<file path="src/rtl/mux_rr_arbiter.sv">
// Round-robin owner sequencer for a shared 4:1 one-bit mux: drives sel, one-hot gnt, and a valid-qualified sample of the mux output.
// Optional MUX_ARB_LOCK_EN adds a lock input that holds the grant past MAX_HOLD.
module mux_rr_arbiter #(
  parameter int MAX_HOLD  = 8,
  parameter int GUARD_CYC = 1
) (
  input  logic       clk,
  input  logic       rst_n,
  input  logic [3:0] i_req,
  input  logic       i_mux_out,
`ifdef MUX_ARB_LOCK_EN
  input  logic       i_lock,
`endif
  output logic [1:0] o_sel,
  output logic [3:0] o_gnt,
  output logic       o_busy,
  output logic       o_data_q,
  output logic       o_data_vld
);

  typedef enum logic [1:0] {
    ST_IDLE  = 2'd0,
    ST_GRANT = 2'd1,
    ST_GUARD = 2'd2
  } state_t;

  localparam logic [7:0] HOLD_LAST  = 8'(MAX_HOLD - 1);
  localparam logic [3:0] GUARD_LAST = 4'(GUARD_CYC - 1);
  localparam bit         HAS_GUARD  = (GUARD_CYC > 0);

  state_t     r_state, w_state_next;
  logic [1:0] r_sel, w_sel_next;
  logic [3:0] r_gnt, w_gnt_next;
  logic       r_busy, w_busy_next;
  logic       r_data_q, w_data_q_next;
  logic       r_data_vld, w_data_vld_next;
  logic [1:0] r_ptr, w_ptr_next;
  logic [7:0] r_hold_cnt, w_hold_next;
  logic [3:0] r_guard_cnt, w_guard_next;

  logic       w_lock;
  logic [3:0] w_req_rot;
  logic       w_arb_found;
  logic [1:0] w_arb_ofs;
  logic [1:0] w_arb_owner;
  logic       w_owner_req;
  logic       w_hold_max;
  logic       w_exit;

`ifdef MUX_ARB_LOCK_EN
  assign w_lock = i_lock;
`else
  assign w_lock = 1'b0;
`endif

  // Requests rotated so bit 0 is the current round-robin head (ptr).
  for (genvar gi = 0; gi < 4; gi++) begin : g_rot
    assign w_req_rot[gi] = i_req[r_ptr + 2'(gi)];
  end

  always_comb begin
    w_arb_found = |w_req_rot;
    w_arb_ofs   = 2'd0;
    for (int k = 3; k >= 0; k--) begin
      if (w_req_rot[k]) begin
        w_arb_ofs = 2'(k);
      end
    end
  end

  assign w_arb_owner = r_ptr + w_arb_ofs;
  assign w_owner_req = i_req[r_sel];
  assign w_hold_max  = (r_hold_cnt == HOLD_LAST);
  // Lock only matters while the owner still requests; a dropped request always exits.
  assign w_exit      = !w_owner_req || (w_hold_max && !w_lock);

  always_comb begin
    w_state_next    = r_state;
    w_sel_next      = r_sel;
    w_gnt_next      = r_gnt;
    w_ptr_next      = r_ptr;
    w_hold_next     = r_hold_cnt;
    w_guard_next    = r_guard_cnt;
    w_data_q_next   = r_data_q;
    w_data_vld_next = 1'b0;
    case (r_state)
      ST_IDLE: begin
        w_gnt_next = 4'b0000;
        if (w_arb_found) begin
          w_state_next = ST_GRANT;
          w_sel_next   = w_arb_owner;
          w_gnt_next   = 4'b0001 << w_arb_owner;
          w_hold_next  = 8'd0;
        end
      end
      ST_GRANT: begin
        w_data_q_next   = i_mux_out;
        w_data_vld_next = 1'b1;
        if (w_exit) begin
          w_gnt_next   = 4'b0000;
          w_ptr_next   = r_sel + 2'd1;
          w_guard_next = 4'd0;
          w_state_next = HAS_GUARD ? ST_GUARD : ST_IDLE;
        end else if (!w_hold_max) begin
          w_hold_next = r_hold_cnt + 8'd1;
        end
      end
      ST_GUARD: begin
        w_gnt_next = 4'b0000;
        if (r_guard_cnt == GUARD_LAST) begin
          w_state_next = ST_IDLE;
        end else begin
          w_guard_next = r_guard_cnt + 4'd1;
        end
      end
      default: begin
        w_state_next = ST_IDLE;
        w_gnt_next   = 4'b0000;
      end
    endcase
    w_busy_next = (w_state_next != ST_IDLE);
  end

  always_ff @(posedge clk or negedge rst_n) begin
    if (!rst_n) begin
      r_state     <= ST_IDLE;
      r_sel       <= 2'b00;
      r_gnt       <= 4'b0000;
      r_busy      <= 1'b0;
      r_data_q    <= 1'b0;
      r_data_vld  <= 1'b0;
      r_ptr       <= 2'b00;
      r_hold_cnt  <= 8'd0;
      r_guard_cnt <= 4'd0;
    end else begin
      r_state     <= w_state_next;
      r_sel       <= w_sel_next;
      r_gnt       <= w_gnt_next;
      r_busy      <= w_busy_next;
      r_data_q    <= w_data_q_next;
      r_data_vld  <= w_data_vld_next;
      r_ptr       <= w_ptr_next;
      r_hold_cnt  <= w_hold_next;
      r_guard_cnt <= w_guard_next;
    end
  end

  assign o_sel      = r_sel;
  assign o_gnt      = r_gnt;
  assign o_busy     = r_busy;
  assign o_data_q   = r_data_q;
  assign o_data_vld = r_data_vld;

endmodule

</file>
<file path="config.mk">
export PLATFORM = sky130hd
export DESIGN_NAME = mux_rr_arbiter
export DESIGN_NICKNAME = d
export VERILOG_FILES = /design/src/rtl/mux_rr_arbiter.sv
export SDC_FILE = /design/constraint.sdc
export NUM_CORES = 1
export LEC_CHECK = 0
export CORE_MARGIN = 8
export CORE_UTILIZATION = 30
export CTS_CLUSTER_DIAMETER = 150
export CTS_CLUSTER_SIZE = 25
export DETAILED_ROUTE_END_ITERATION = 12
export DONT_BUFFER_PORTS = 1
export MAX_ROUTING_LAYER = met4
export SYNTH_ARGS = -nofsm -noshare
export SYNTH_HDL_FRONTEND = slang
export SYNTH_SLANG_ARGS = --single-unit
</file>
<file path="constraint.sdc">
create_clock -name clk -period 2.6 [get_ports clk]
set_clock_uncertainty 0.1 [all_clocks]
set_input_delay 0.39 -clock clk [delete_from_list [all_inputs] [get_ports clk]]
set_output_delay 0.39 -clock clk [all_outputs]
set_load 0.01 [all_outputs]
</file>
==> metrics.yaml, run 1 <==
outcome: "finished, final reports clean"
flow.area_growth_from_synthesis_pct: 8.11
clk_path_buf_depth: 2
finalWorstPathRequiredPeriod_ns: 2.16
globalRoute.totalOverflow: 0
synth_enable_flop_cells: 0
cpLargestDelayFamily: "compound AO/OA/AOI/OAI gates"
critPathMaxFanout: 11
total_clock_buffers_created_by_cts: 3
detail_route.wirelength_microns: 2880
cellLeakagePower_nw: 0.680
dominantRegCellSynth: "dfrtp_1"
number_of_i_o_pins: 16
die_h_microns: 85.9
max_stage_delay_ns: 0.50
pin_count_of_the_biggest_net_entering_global_routing: 26
worst_slew_margin_rel: 0.586
floorplan.rows: 25
intPower_uw: 863
post_synth_inst_count: 148
data_required_time_of_the_worst_path_ns: 2.68
wire_length_of_the_first_global_routing_pass_microns: 4860
tritoncts: "built"
critical_path_arrival_ns: 2.24
irDropWorstVdd_mv: 0.434
synth_seq_area_share: 0.427
p_sw_uw: 619
setup.worst_path.start_class: "register"
cts-htree-levels: 1
routability_congestion_estimate_from_global_placement: 0.822
yosysWarnings: 0
number_of_distinct_standard_cells_referenced_by_the_synthesized_netlist: 44
ant_nets: 0
comb_power_share: 0.411
synthArstFlopShare: 1.00
timing.final.crit_share: 0.831
switching_share: 0.418
global_route.usage.total: 0.0829
totalNegativeSetupSlack_ns: 0
hold_path_class: "primary input to register"
number_of_global_route_vias_before_repair: 1010
ys_ff_latch: 25
worst-path-buf-inv: 0
power.density_mw_per_mm2: 935
postSynthNetCount: 159
timing_worst_setup_path_type: "register to register"
grt_antenna_before_repair: 0
max_cap_violations: 0
max_freq_ghz: 0.463
clkLatencyLatePin_ns: 0.26
numPortBuffers: 0
final-max-slew-violation-count: 0
first_pass_iters: 4
clk_pin_slew_ns: 0.09
fp.dieW_microns: 85.9
crit_path_slowest_cell: "dfrtp_1"
report.final.hold_viol_count: 0
synth_area_per_cell_sq_um: 9.91
place_hpwl_microns: 2170
num-nets-final: 161
cts_sinks: 25
clock_tree.root_cell: "clkbuf_8"
placeableCoreArea_sq_mm: 0.00472
rsz0062_at_grt: "false"
worstMarginPinSlew_ns: 0.614
iteration_0_drc_count_of_the_detailed_router: 41
critical_path.startpoint: "r_ptr[1]$_DFFE_PN0P_"
end_kind: "register"
report.final.setup_viol: 0
floorplan.initialDensity: 0.310
seq_pwr_share: 0.434
p_total_mw: 1.48
power.share.clock: 0.155
avgRoutedWirePerCell_microns: 13.3
post-route-drc-count: 0
post_route_cells_drive_above_1_share: 0.107
hold_path_startpoint: "i_mux_out"
timing.critical_path.cells: "nand2_1, a21oi_1, o21ai_0, a21boi_0, ha_1, or3_1, o31ai_1"
postCtsResizedCells: 0
antenna_cells: 0
post_synth_instance_area_sq_mm: 0.00147
reg2reg_from: "r_ptr[1]$_DFFE_PN0P_"
detail_route.vias_per_cell: 4.75
n_fill_cell: 480
routed-via-count: 1027
die_area_sq_mm: 0.00738
cells in the final DEF (no fill, tap or decap), types with 2 or more instances in the layout:
cell      instances
nand2_1          17
nand2b_1          3
or2_1             3
nand4_2           2
o21ai_0           6
xor2_1            6
nor2b_1           5
mux2_1            2
a21oi_1           8
mux2i_1           5
or3_1             3
nor2_1            7
nand3_1           6
nand3_2           3
inv_1             4
clkbuf_8          3
nor4_1            2
ha_1              4
dfrtp_1          25
o21ai_1           2
o31ai_1           4
nor3_1            5
path summary, 6_finish.rpt:
check,to,slack (ns),cells after the start
hold reg to reg,o_data_vld$_DFF_PN0_,0.39,1
min in group asynchronous,r_state[0]$_DFF_PN0_,0.45,2
max in group asynchronous,r_hold_cnt[6]$_DFFE_PN0P_,1.80,2
setup reg to reg,o_gnt[2]$_DFFE_PN0P_,0.44,7
hold / removal,o_data_q$_DFFE_PN0P_,0.17,1
setup / recovery,o_gnt[2]$_DFFE_PN0P_,0.44,7
what timing repair did:
item	CTS	global route
hold endpoints to repair	25	0
hold buffers	2	0
setup buffers	0	0
setup endpoints to repair	0	0
cells in the mapped netlist (3+ instances only):
master / number / area share
nor3_1: 5 / 0.017
or3_1: 3 / 0.013
buf_6: 3 / 0.023
a21oi_1: 8 / 0.027
or2_1: 3 / 0.013
nand2b_1: 3 / 0.013
o21ai_0: 6 / 0.020
nor2_1: 7 / 0.018
o31ai_1: 4 / 0.020
xor2_1: 6 / 0.036
nand3_1: 6 / 0.020
dfrtp_1: 25 / 0.43
nor2b_1: 5 / 0.021
mux2i_1: 5 / 0.034
ha_1: 4 / 0.034
nand2_1: 17 / 0.044
nand3_2: 3 / 0.020
inv_1: 4 / 0.010
routing by layer:
layer | global-route usage | wire, microns
met1 | 0.103 | 1390
met2 | 0.132 | 1400
met3 | 0.0153 | 72
met4 | 0.0287 | 17
met5 | - | 0
cells by family after synthesis:
group | after synthesis | synth area share
simple gates | 65 | 0.257
compound gates | 28 | 0.125
flops | 25 | 0.427
buf+inv | 10 | 0.0427
mux | 9 | 0.0725
xor+xnor | 7 | 0.0418
fa+ha+maj | 4 | 0.0341
power by group through the flow:
stage	Clock, mW	Sequential [mW]	Combinational [mW]
2_1_floorplan	0	0.595	0.537
3_3_place_gp	0	0.651	0.595
3_5_place_dp	0	0.655	0.600
4_1_cts	0.239	0.646	0.616
5_1_grt	0.252	0.661	0.686
6_report	0.229	0.643	0.609
sequential cells by signal, indices dropped and copies added, names as in the netlist:
name / flops
r_hold_cnt: 8
o_gnt: 4
r_guard_cnt: 4
o_sel: 2
r_ptr: 2
r_state: 2
o_busy: 1
o_data_q: 1
o_data_vld: 1
per-stage QoR:
stage               cell area [sq um]  setup slack [ns]   util  cells  hold WS, ns
global route                     1590             0.270  0.336    216        0.157
global placement                 1510             0.531  0.320    210     -0.00426
CTS                              1590             0.462  0.336    216        0.163
finish                           1590             0.440  0.336    216        0.174
detailed placement               1510             0.451  0.320    210     -0.00427
floorplan                        1470             0.583      -    148     -0.00559
final cells by class:
| cell class | instances | area, sq um | share of cell area |
|---|---|---|---|
| inverters | 4 | 15.0 | 0.00947 |
| repair buffers | 3 | 37.5 | 0.0237 |
| multi-input cells | 113 | 778 | 0.491 |
| well taps | 67 | 83.8 | 0.0529 |
| clock buffers | 4 | 45.0 | 0.0284 |
| flip-flops and latches | 25 | 626 | 0.395 |
No activity file was read; power rests on OpenSTA's default activity.
==> run 2, diff against run 1 <==
Settings changed: ABC_AREA set to 1.
Clock period 2.6 ns to 1.83 ns, I/O delays scaled along.
==> run 2 against run 1 <==
Net effect:
- synthesized area grew 5.1%
- the flow now finishes with violations (negative setup slack)
- synthesized cell count grew 43%
- critical path type unchanged
- clock power grew 47%
- maximum frequency grew 8.7%
==> metrics.yaml, run 2 <==
outcome: "finished, violations left"
violated_checks: "negative setup slack"
finalWorstPathRequiredPeriod_ns: 1.99  # -0.173 ns
whs_path_depth: 2  # +1
post-route-drc-count: 0  # unchanged
synthArstFlopShare: 1.00  # unchanged
hold_path_end: "o_data_q$_DFFE_PN0P_"
postPlaceCellArea_sq_mm: 0.00170  # +13%
netlist_top_cells_count: "nand2_1 (81), dfrtp_1 (25), inv_1 (21), nand3_1 (19), nor2_1 (16)"
place_hpwl_microns: 2400  # +11%
switching_share: 0.479  # +0.0617
irDropWorstVdd_mv: 0.644  # +48%
synth_top_cell_area_share: 0.406  # -0.0208
hold_path_class: "primary input to register"
report.final.hold_viol_count: 0  # unchanged
count_of_placed_standard_cells_including_taps: 292  # +39%
final-instance-count-excl-fill: 305  # +41%
intPower_mw: 1.69  # +96%
worstMarginPinSlew_ns: 0.632  # +0.0178 ns
synth_area_per_cell_sq_um: 7.31  # -26%
power.density_mw_per_mm2: 1680  # +80%
antenna_cells: 0  # unchanged
dominantRegCellSynth: "dfrtp_1"
final_util: 0.382  # +0.0468
number_of_global_route_vias_before_repair: 1305  # +29%
pin_count_of_the_biggest_net_entering_global_routing: 26  # unchanged
detail_route.wirelength_microns: 3470  # +21%
timing.critical_path.cells: "clkinv_4, nand2_4, nand2_1, nand2_1, nand2_1, a21oi_2, nor2_1, ha_2, xor2_1, inv_1, nand3_2, nand2_4, inv_1, nand2_1, nand2_1"
leading_cell_type_in_the_layout_fill_and_taps_excluded: "nand2_1"
r2r_end: "o_gnt[0]$_DFFE_PN0P_"
routability_congestion_estimate_from_global_placement: 0.815  # -0.92%
synth.most_common_cell: "nand2_1"
avgRoutedWirePerCell_microns: 11.4  # -15%
iteration_0_drc_count_of_the_detailed_router: 62  # +51%
comb_power_share: 0.627  # +0.216
placement.setup.worst_slack_ns: -0.198  # -0.649 ns
post_synth_inst_count: 211  # +43%
fin_ws_ns: -0.158  # -0.597 ns
max_freq_ghz: 0.503  # +8.7%
number_of_i_o_pins: 16  # unchanged
total_clock_buffers_created_by_cts: 3  # unchanged
clk_pin_slew_ns: 0.10  # about the same
data_required_time_of_the_worst_path_ns: 1.91  # -0.77 ns
reg2reg_depth: 15  # +8
placeableCoreArea_sq_mm: 0.00504  # +6.8%
rsz0062_at_grt: "true"
crit_path_frequent_cell: "nand2_1"
synth.area.top_cells: "dfrtp_1 (41%), nand2_1 (20%), nand3_1 (6.2%)"
clkLatencyLatePin_ns: 0.28  # +0.02 ns
tritoncts: "built"
worst_slew_margin_rel: 0.577  # -0.00906
floorplan.rows: 26  # +4.0%
postSynthNetCount: 222  # +40%
max_stage_delay_ns: 0.47  # -0.03 ns
max_flop_register: "r_hold_cnt"
largest_reg_flops: 8  # unchanged
n_fill_cell: 522  # +8.8%
cts_sinks: 25  # unchanged
p_sw_mw: 1.56  # +150%
max_cap_violations: 0  # unchanged
timing.final.crit_share: 1.09  # +0.255
seq_area_sq_um: 628  # +0.40%
ant_nets: 0  # unchanged
synth_area_leader_cell: "dfrtp_1"
num-nets-final: 247  # +53%
detail_route.vias_per_cell: 4.45  # -6.5%
clk_path_buf_depth: 2  # unchanged
numPortBuffers: 0  # unchanged
p_total_mw: 3.25  # +120%
grt_antenna_before_repair: 0  # unchanged
report.final.setup_viol: 5  # +5
worst_case_register_to_register_setup_slack_ns: -0.16  # -0.60 ns
fp.dieW_microns: 87.7  # +2.1%
synth_enable_flop_cells: 0  # unchanged
finish.instance_area_sq_mm: 0.00193  # +22%
multiInputGateArea_sq_um: 875  # +12%
globalRoute.totalOverflow: 0  # unchanged
routed-via-count: 1356  # +32%
ys_ff_latch: 25  # unchanged
critPathMaxFanout: 7  # -4
final-max-slew-violation-count: 0  # unchanged
hold_path_startpoint: "i_mux_out"
first_pass_iters: 4  # unchanged
setup.worst_path.start_class: "register"
yosysWarnings: 0  # unchanged
post_synth_instance_area_sq_mm: 0.00154  # +5.1%
cellLeakagePower_nw: 0.975  # +43%
flow.area_growth_from_synthesis_pct: 25.1
reg2reg_from: "r_ptr[0]$_DFFE_PN0P_"
timing_worst_setup_path_type: "register to register"
whs_ns: 0.00844  # -0.166 ns
floorplan.initialDensity: 0.306  # -0.00476
die_h_microns: 87.7  # +2.1%
clock_tree.root_cell: "clkbuf_8"
critical_path_arrival_ns: 2.07  # -0.17 ns
post_route_cells_drive_above_1_share: 0.285  # +0.178
totalNegativeSetupSlack_ns: -0.656  # -0.656 ns
die_area_sq_mm: 0.00769  # +4.2%
commonest_cells_after_routing_fill_and_taps_aside: "nand2_1 (68), dfrtp_1 (23), inv_1 (21), buf_4 (18)"
synth_seq_area_share: 0.406  # -0.0208
power.share.clock: 0.104  # -0.051
seq_pwr_share: 0.269  # -0.165
wire_length_of_the_first_global_routing_pass_microns: 5760  # +19%
cts-htree-levels: 1  # unchanged
crit_path_slowest_cell: "dfrtp_2"
number_of_distinct_standard_cells_referenced_by_the_synthesized_netlist: 28  # -36%
global_route.usage.total: 0.0965  # +0.0136
end_kind: "register"
[run 2: cell families (layout without fill, tap and decap cells)]
logic type,Yosys count,after routing,share of synthesized area
AO/OA/AOI/OAI,16,16,0.0641
XOR/XNOR,5,5,0.0284
adder cells (fa/ha/maj),4,4,0.0325
buffers and inverters,28,51,0.0869
flip-flops,25,25,0.406
AND/OR/NAND/NOR,133,134,0.382
[run 2: worst max path at each step]
stage	startpoint	to	slack, ns	cells past startpoint
after floorplan	r_ptr[0]$_DFFE_PN0P_	o_sel[1]$_DFFE_PN0P_	0.003	15
after global placement	r_ptr[0]$_DFFE_PN0P_	o_gnt[0]$_DFFE_PN0P_	-0.15	15
after detailed placement	r_ptr[0]$_DFFE_PN0P_	o_gnt[3]$_DFFE_PN0P_	-0.20	14
after CTS	r_ptr[0]$_DFFE_PN0P_	o_gnt[3]$_DFFE_PN0P_	-0.1	14
after global routing	r_ptr[0]$_DFFE_PN0P_	o_gnt[0]$_DFFE_PN0P_	-0.28	15
final	r_ptr[0]$_DFFE_PN0P_	o_gnt[0]$_DFFE_PN0P_	-0.16	15
[run 2: power groups by stage]
stage | registers, mW | logic (mW) | clock network [mW]
floorplan | 0.814 | 1.25 | 0
global placement | 0.882 | 1.62 | 0
detailed placement | 0.885 | 1.62 | 0
CTS | 0.871 | 1.85 | 0.347
global route | 0.897 | 2.27 | 0.371
finish | 0.873 | 2.04 | 0.337
[run 2: critical path: cells and delay by family (launching register included)]
| family | cells | cell delay (ns) |
|---|---|---|
| AOI/OAI and AO/OA | 1 | 0.14 |
| xor gates and xnor gates | 1 | 0.16 |
| buffers and inverters | 3 | 0.24 |
| DFF | 1 | 0.47 |
| and+or+nand+nor | 9 | 0.62 |
| adders and majority gates | 1 | 0.17 |
[run 2: cell type report]
| type | instances | share of cell area |
|---|---|---|
| inverter | 25 | 0.0539 |
| clock buffer | 3 | 0.0214 |
| clock inverter | 1 | 0.00260 |
| timing repair buffer | 22 | 0.0973 |
| sequential | 25 | 0.326 |
| tap | 70 | 0.0454 |
| multi-input combinational | 159 | 0.454 |
[run 2: repair_timing]
item | 4_1_cts | 5_1_grt
pin swaps | 6 | 6
buffers inserted | 6 | 0
hold buffers | 2 | 0
endpoints found under the hold margin | 25 | 0
gates cloned | 0 | 1
endpoints found under the setup margin | 8 | 20
resized for setup | 14 | 16
[run 2: layer usage]
layer / track usage / part of all wire
met5: - / 0
met4: 0.0453 / 0.016
met3: 0.0188 / 0.029
met2: 0.157 / 0.49
met1: 0.112 / 0.47
